<file path="src/rtl/sm_seq_pkg.sv">
// Shared definitions for the step sequencer: controller states and default widths.
package sm_seq_pkg;

   localparam int SEQ_COUNT_W = 8;
   localparam int SEQ_TMO_W   = 8;

   typedef enum logic [2:0] {
      IDLE  = 3'd0,
      ISSUE = 3'd1,
      WAIT  = 3'd2,
      DONE  = 3'd3,
      ERROR = 3'd4
   } seq_state_t;

endpackage

</file>
<file path="src/rtl/seq_watchdog.sv">
// Per-step watchdog: counts cycles spent waiting for done and flags when the
// programmed limit is about to be exhausted. A zero limit disables it.
module seq_watchdog
   import sm_seq_pkg::*;
#(
   parameter int TMO_W = SEQ_TMO_W
) (
   input  logic             clk,
   input  logic             rst,
   input  logic             clear,
   input  logic             run,
   input  logic [TMO_W-1:0] limit,
   output logic             expired
);

   localparam logic [TMO_W-1:0] ONE = TMO_W'(1);

   logic [TMO_W-1:0] count;

   always_ff @(posedge clk) begin
      if (rst) begin
         count <= '0;
      end else if (clear) begin
         count <= '0;
      end else if (run) begin
         count <= count + ONE;
      end
   end

   // Firing at limit-1 gives exactly 'limit' waiting cycles before the error edge.
   assign expired = run && (limit != '0) && (count == limit - ONE);

endmodule

</file>
<file path="src/rtl/step_sequencer.sv">
// Start/done step controller: pulses start, waits for done, counts steps up to a
// limit (or free-runs), with a watchdog and sticky finished/timeout status.
module step_sequencer
   import sm_seq_pkg::*;
#(
   parameter int COUNT_W = SEQ_COUNT_W,
   parameter int TMO_W   = SEQ_TMO_W
) (
   input  logic               clk,
   input  logic               rst,
   input  logic               enable,
   input  logic [COUNT_W-1:0] step_limit,
   input  logic [TMO_W-1:0]   tmo_cycles,
   input  logic               done,
   output logic               start,
   output logic               busy,
   output logic [COUNT_W-1:0] count,
   output logic               finished,
   output logic               timeout_err
);

   localparam logic [COUNT_W-1:0] ONE = COUNT_W'(1);

   seq_state_t         state;
   seq_state_t         next_state;
   logic               wd_clear;
   logic               wd_run;
   logic               wd_expired;
   logic [COUNT_W-1:0] count_inc;

   assign wd_clear  = (state == ISSUE);
   assign wd_run    = (state == WAIT) && !done;
   assign count_inc = count + ONE;

   seq_watchdog #(
      .TMO_W (TMO_W)
   ) u_watchdog (
      .clk     (clk),
      .rst     (rst),
      .clear   (wd_clear),
      .run     (wd_run),
      .limit   (tmo_cycles),
      .expired (wd_expired)
   );

   // A done in WAIT always takes priority over a coincident watchdog expiry.
   always_comb begin
      next_state = state;
      case (state)
         IDLE: begin
            if (enable) next_state = ISSUE;
         end
         ISSUE: begin
            next_state = WAIT;
         end
         WAIT: begin
            if (done) begin
               if ((step_limit != '0) && (count_inc == step_limit)) next_state = DONE;
               else if (!enable)                                    next_state = IDLE;
               else                                                 next_state = ISSUE;
            end else if (wd_expired) begin
               next_state = ERROR;
            end
         end
         DONE, ERROR: begin
            if (!enable) next_state = IDLE;
         end
         default: next_state = IDLE;
      endcase
   end

   // Outputs are decoded from next_state so they are registered yet line up
   // with the state they describe.
   always_ff @(posedge clk) begin
      if (rst) begin
         state       <= IDLE;
         start       <= 1'b0;
         busy        <= 1'b0;
         count       <= '0;
         finished    <= 1'b0;
         timeout_err <= 1'b0;
      end else begin
         state       <= next_state;
         start       <= (next_state == ISSUE);
         busy        <= (next_state == ISSUE) || (next_state == WAIT);
         finished    <= (next_state == DONE);
         timeout_err <= (next_state == ERROR);
         if ((state == IDLE) && (next_state == ISSUE)) begin
            count <= '0;
         end else if ((state == WAIT) && done) begin
            count <= count_inc;
         end
      end
   end

endmodule

</file>
<file path="config.mk">
export PLATFORM = sky130hd
export DESIGN_NAME = step_sequencer
export DESIGN_NICKNAME = d
export VERILOG_FILES = /design/src/rtl/sm_seq_pkg.sv /design/src/rtl/seq_watchdog.sv /design/src/rtl/step_sequencer.sv
export SDC_FILE = /design/constraint.sdc
export NUM_CORES = 1
export LEC_CHECK = 0
export CAP_MARGIN = 5
export CORE_MARGIN = 3
export CORE_UTILIZATION = 40
export CTS_CLUSTER_DIAMETER = 30
export DETAILED_ROUTE_END_ITERATION = 6
export PLACE_DENSITY = 0.65
export SLEW_MARGIN = 0
export SYNTH_ARGS = -nofsm -noshare
export SYNTH_HDL_FRONTEND = slang
export SYNTH_SLANG_ARGS = --single-unit
</file>
<file path="constraint.sdc">
create_clock -name clk -period 5.5 [get_ports clk]
set_input_delay 1.375 -clock clk [delete_from_list [all_inputs] [get_ports clk]]
set_output_delay 1.375 -clock clk [all_outputs]
set_load 0.05 [all_outputs]
</file>
==> flow_summary.json <==
{
  "status": "finished clean",
  "crit_family": "compound AO/OA/AOI/OAI gates",
  "post_cts_buffers": 0,
  "vias_per_cell": 5.277,
  "drcViolationCount": 0,
  "grt_pass1_wl_um": 5858,
  "grt_pass1_vias": 1352,
  "tritoncts": "done",
  "fmax_mhz": 310.6,
  "num_vias": 1372,
  "finalCriticalPeriod_ns": 3.220,
  "finClkSkew_ns": 0.008669,
  "relSlewSlack": 0.3468,
  "synth_area_um2": 1505,
  "ys_warn_count": 0,
  "die_h_um": 67.35,
  "ys_seq_area_frac": 0.3059,
  "clk_pin_slew_ns": 0.08,
  "avgRoutedWirePerCell_um": 12.82,
  "pre_cts_ws_ns": 2.006,
  "hold-worst-slack_ns": 0.5106,
  "gr-usage-all-layers": 0.1628,
  "netlist-cell-type-count": 46,
  "core_um2": 3468,
  "design_area_um2": 1878,
  "fin_crit_sh": 0.5854,
  "yosysTopAreaCellShare": 0.3059,
  "pwr-share-comb": 0.179,
  "drv_cap": 0,
  "routabilityCongestion": 0.7887,
  "cts_made_buffers": 3,
  "clkPwrFrac": 0.305,
  "mostFrequentLayoutCells": "clkdlybuf4s50_1 (31), nor2_1 (29), dfxtp_1 (23)",
  "fin_nets": 238,
  "synth.area.top_cells": "dfxtp_1 (31%), xor2_1 (9.3%), xnor2_1 (8.1%)",
  "min_path_type": "reg2reg",
  "initial_core_util": 0.4340,
  "ys_seq_elements": 23,
  "final-setup-viol-count": 0,
  "powerDensity_nw_per_um2": 176.7,
  "cp.required_ns": 5.63,
  "power.internal_uw": 247.8,
  "cp.arrival_ns": 3.35,
  "switching_share": 0.2533,
  "slowest_stage": "clkdlybuf4s50_1",
  "antenna_found_initial": 0,
  "clockBufferDepth": 2,
  "dr.pass1.iters": 4,
  "place_area_um2": 1832,
  "fin_util": 0.5415,
  "dp_hpwl_um": 2648,
  "peakVddDrop_v": 0.00007077,
  "clock-sinks": 23,
  "root_buffer": "clkbuf_8",
  "yosysTopAreaCell": "dfxtp_1",
  "syn_nets": 208,
  "cp_max_fo": 4,
  "start_kind": "input pin",
  "overflow": 0,
  "syn_area_per_cell_um2": 8.136,
  "critPathCaptureType": "flop",
  "cp_num_buf_inv": 2,
  "cts_resized": 0,
  "cts_hold_buf": 0,
  "setup_tns_ns": 0,
  "max_stage_delay_ns": 0.48,
  "hold_violations": 0,
  "io_pins": 32,
  "area_growth_pct": 24.77,
  "antenna_cells": 0,
  "initialDrtViolationCount": 32,
  "rsz0062_at_grt": "no",
  "p_sw_uw": 84.08,
  "final_common_cell": "clkdlybuf4s50_1",
  "p_leak_uw": 0.0006624,
  "fillCellCount": 357,
  "die_w_um": 67.35,
  "h-tree-depth": 1,
  "tightest_slew_ns": 0.9715,
  "rows": 21,
  "final_antenna_net_count": 0,
  "path_class": "in2reg",
  "insertion_delay_ns": 0.26,
  "layout_setup_ws_ns": 2.280,
  "drive_gt1_frac": 0.05140,
  "grt_start_max_net_pins": 14,
  "dieArea_um2": 4535,
  "wl_um": 3334,
  "io_buffers": 31,
  "cp_cell_sequence": "clkdlybuf4s50_1 > inv_1 > ha_1 > nor3b_1 > nand2_1 > mux2i_1 > a2111oi_2 > a31o_1 > a31oi_1",
  "synth_cells": 185,
  "maxSlewViolCount": 0,
  "seq_power_share": 0.516
}
## per-stage QoR
stage          std cells  power, µW
5_1_grt              260      347.9
6_report             260      331.9
3_5_place_dp         256      234.6
3_3_place_gp         256      233.2
4_1_cts              260      335.2
2_1_floorplan        185      208.0
## state kept, by name, indices dropped and copies added, names as in the netlist
register / cells
count: 8
u_watchdog.count: 8
state: 3
busy: 1
finished: 1
start: 1
timeout_err: 1
## final timing paths
| path | start | end | slack [ns] | depth (start not counted) |
|---|---|---|---|---|
| worst max-delay path | tmo_cycles[0] | state[1] | 2.28 | 9 |
| worst min-delay path | u_watchdog.count[7] | u_watchdog.count[7] | 0.51 | 2 |
| worst max register to register | count[0] | state[1] | 3.61 | 7 |
| worst min register to register | u_watchdog.count[7] | u_watchdog.count[7] | 0.51 | 2 |
## power by group through the flow
stage / Combinational [µW] / Clock, µW / Sequential (µW)
after CTS: 59.9 / 104 / 171
after detailed placement: 59.5 / 0 / 175
final: 59.4 / 101 / 171
after global placement: 58.0 / 0 / 175
after global routing: 65.8 / 110 / 172
after floorplan: 28.2 / 0 / 180
## kinds of logic (layout without fill, tap and decap cells)
kind of cell	after synthesis	in the layout	share of synthesized area
and+or+nand+nor	78	78	0.2768
AOI/OAI and AO/OA	33	33	0.1438
xor gates and xnor gates	30	30	0.1746
DFF	23	23	0.3059
buffers and inverters	14	43	0.04738
muxes	4	4	0.02660
adders and majority gates	3	3	0.02494
## synthesized netlist by cell type, drive strengths merged
cell type,count
a2111o,1
a2111oi,1
a211oi,1
a21boi,2
a21o,1
a21oi,10
a31o,2
a31oi,2
a32oi,1
and2,3
and3,4
and4,1
buf,4
clkbuf,2
dfxtp,23
ha,3
inv,8
mux2i,4
nand2,14
nand3,4
nand3b,1
nand4,8
nor2,29
nor2b,1
nor3,2
nor3b,1
nor4,2
nor4b,3
o21ai,8
o221ai,1
o22ai,1
o311ai,1
o31ai,1
or2b,2
or3,3
xnor2,14
xor2,16
## final cells by class
cell class	instances	area, µm²	share of cell area
repair buffers	31	310.3	0.1652
inverters	8	30.03	0.01599
multi-input cells	148	973.4	0.5183
flip-flops and latches	23	460.4	0.2452
well taps	46	57.56	0.03065
clock inverters	1	5.005	0.002665
clock buffers	3	41.29	0.02199
## layer usage
layer	up-vias	GRT usage	part of all wire
met5	-	0	0
met4	0	0.04557	0.0081
met3	2	0.02329	0.040
met2	26	0.2945	0.49
met1	639	0.1992	0.46
li1	705	-	-
## worst reg2reg max path, cell delays in order (launching register included)
cell	delay [ns]
dfxtp_1	0.47
ha_1	0.31
nand3_1	0.15
nor4b_1	0.32
a21oi_1	0.07
o21ai_1	0.19
nand3_2	0.13
a31oi_1	0.19
(Power assumes the default switching activity.)
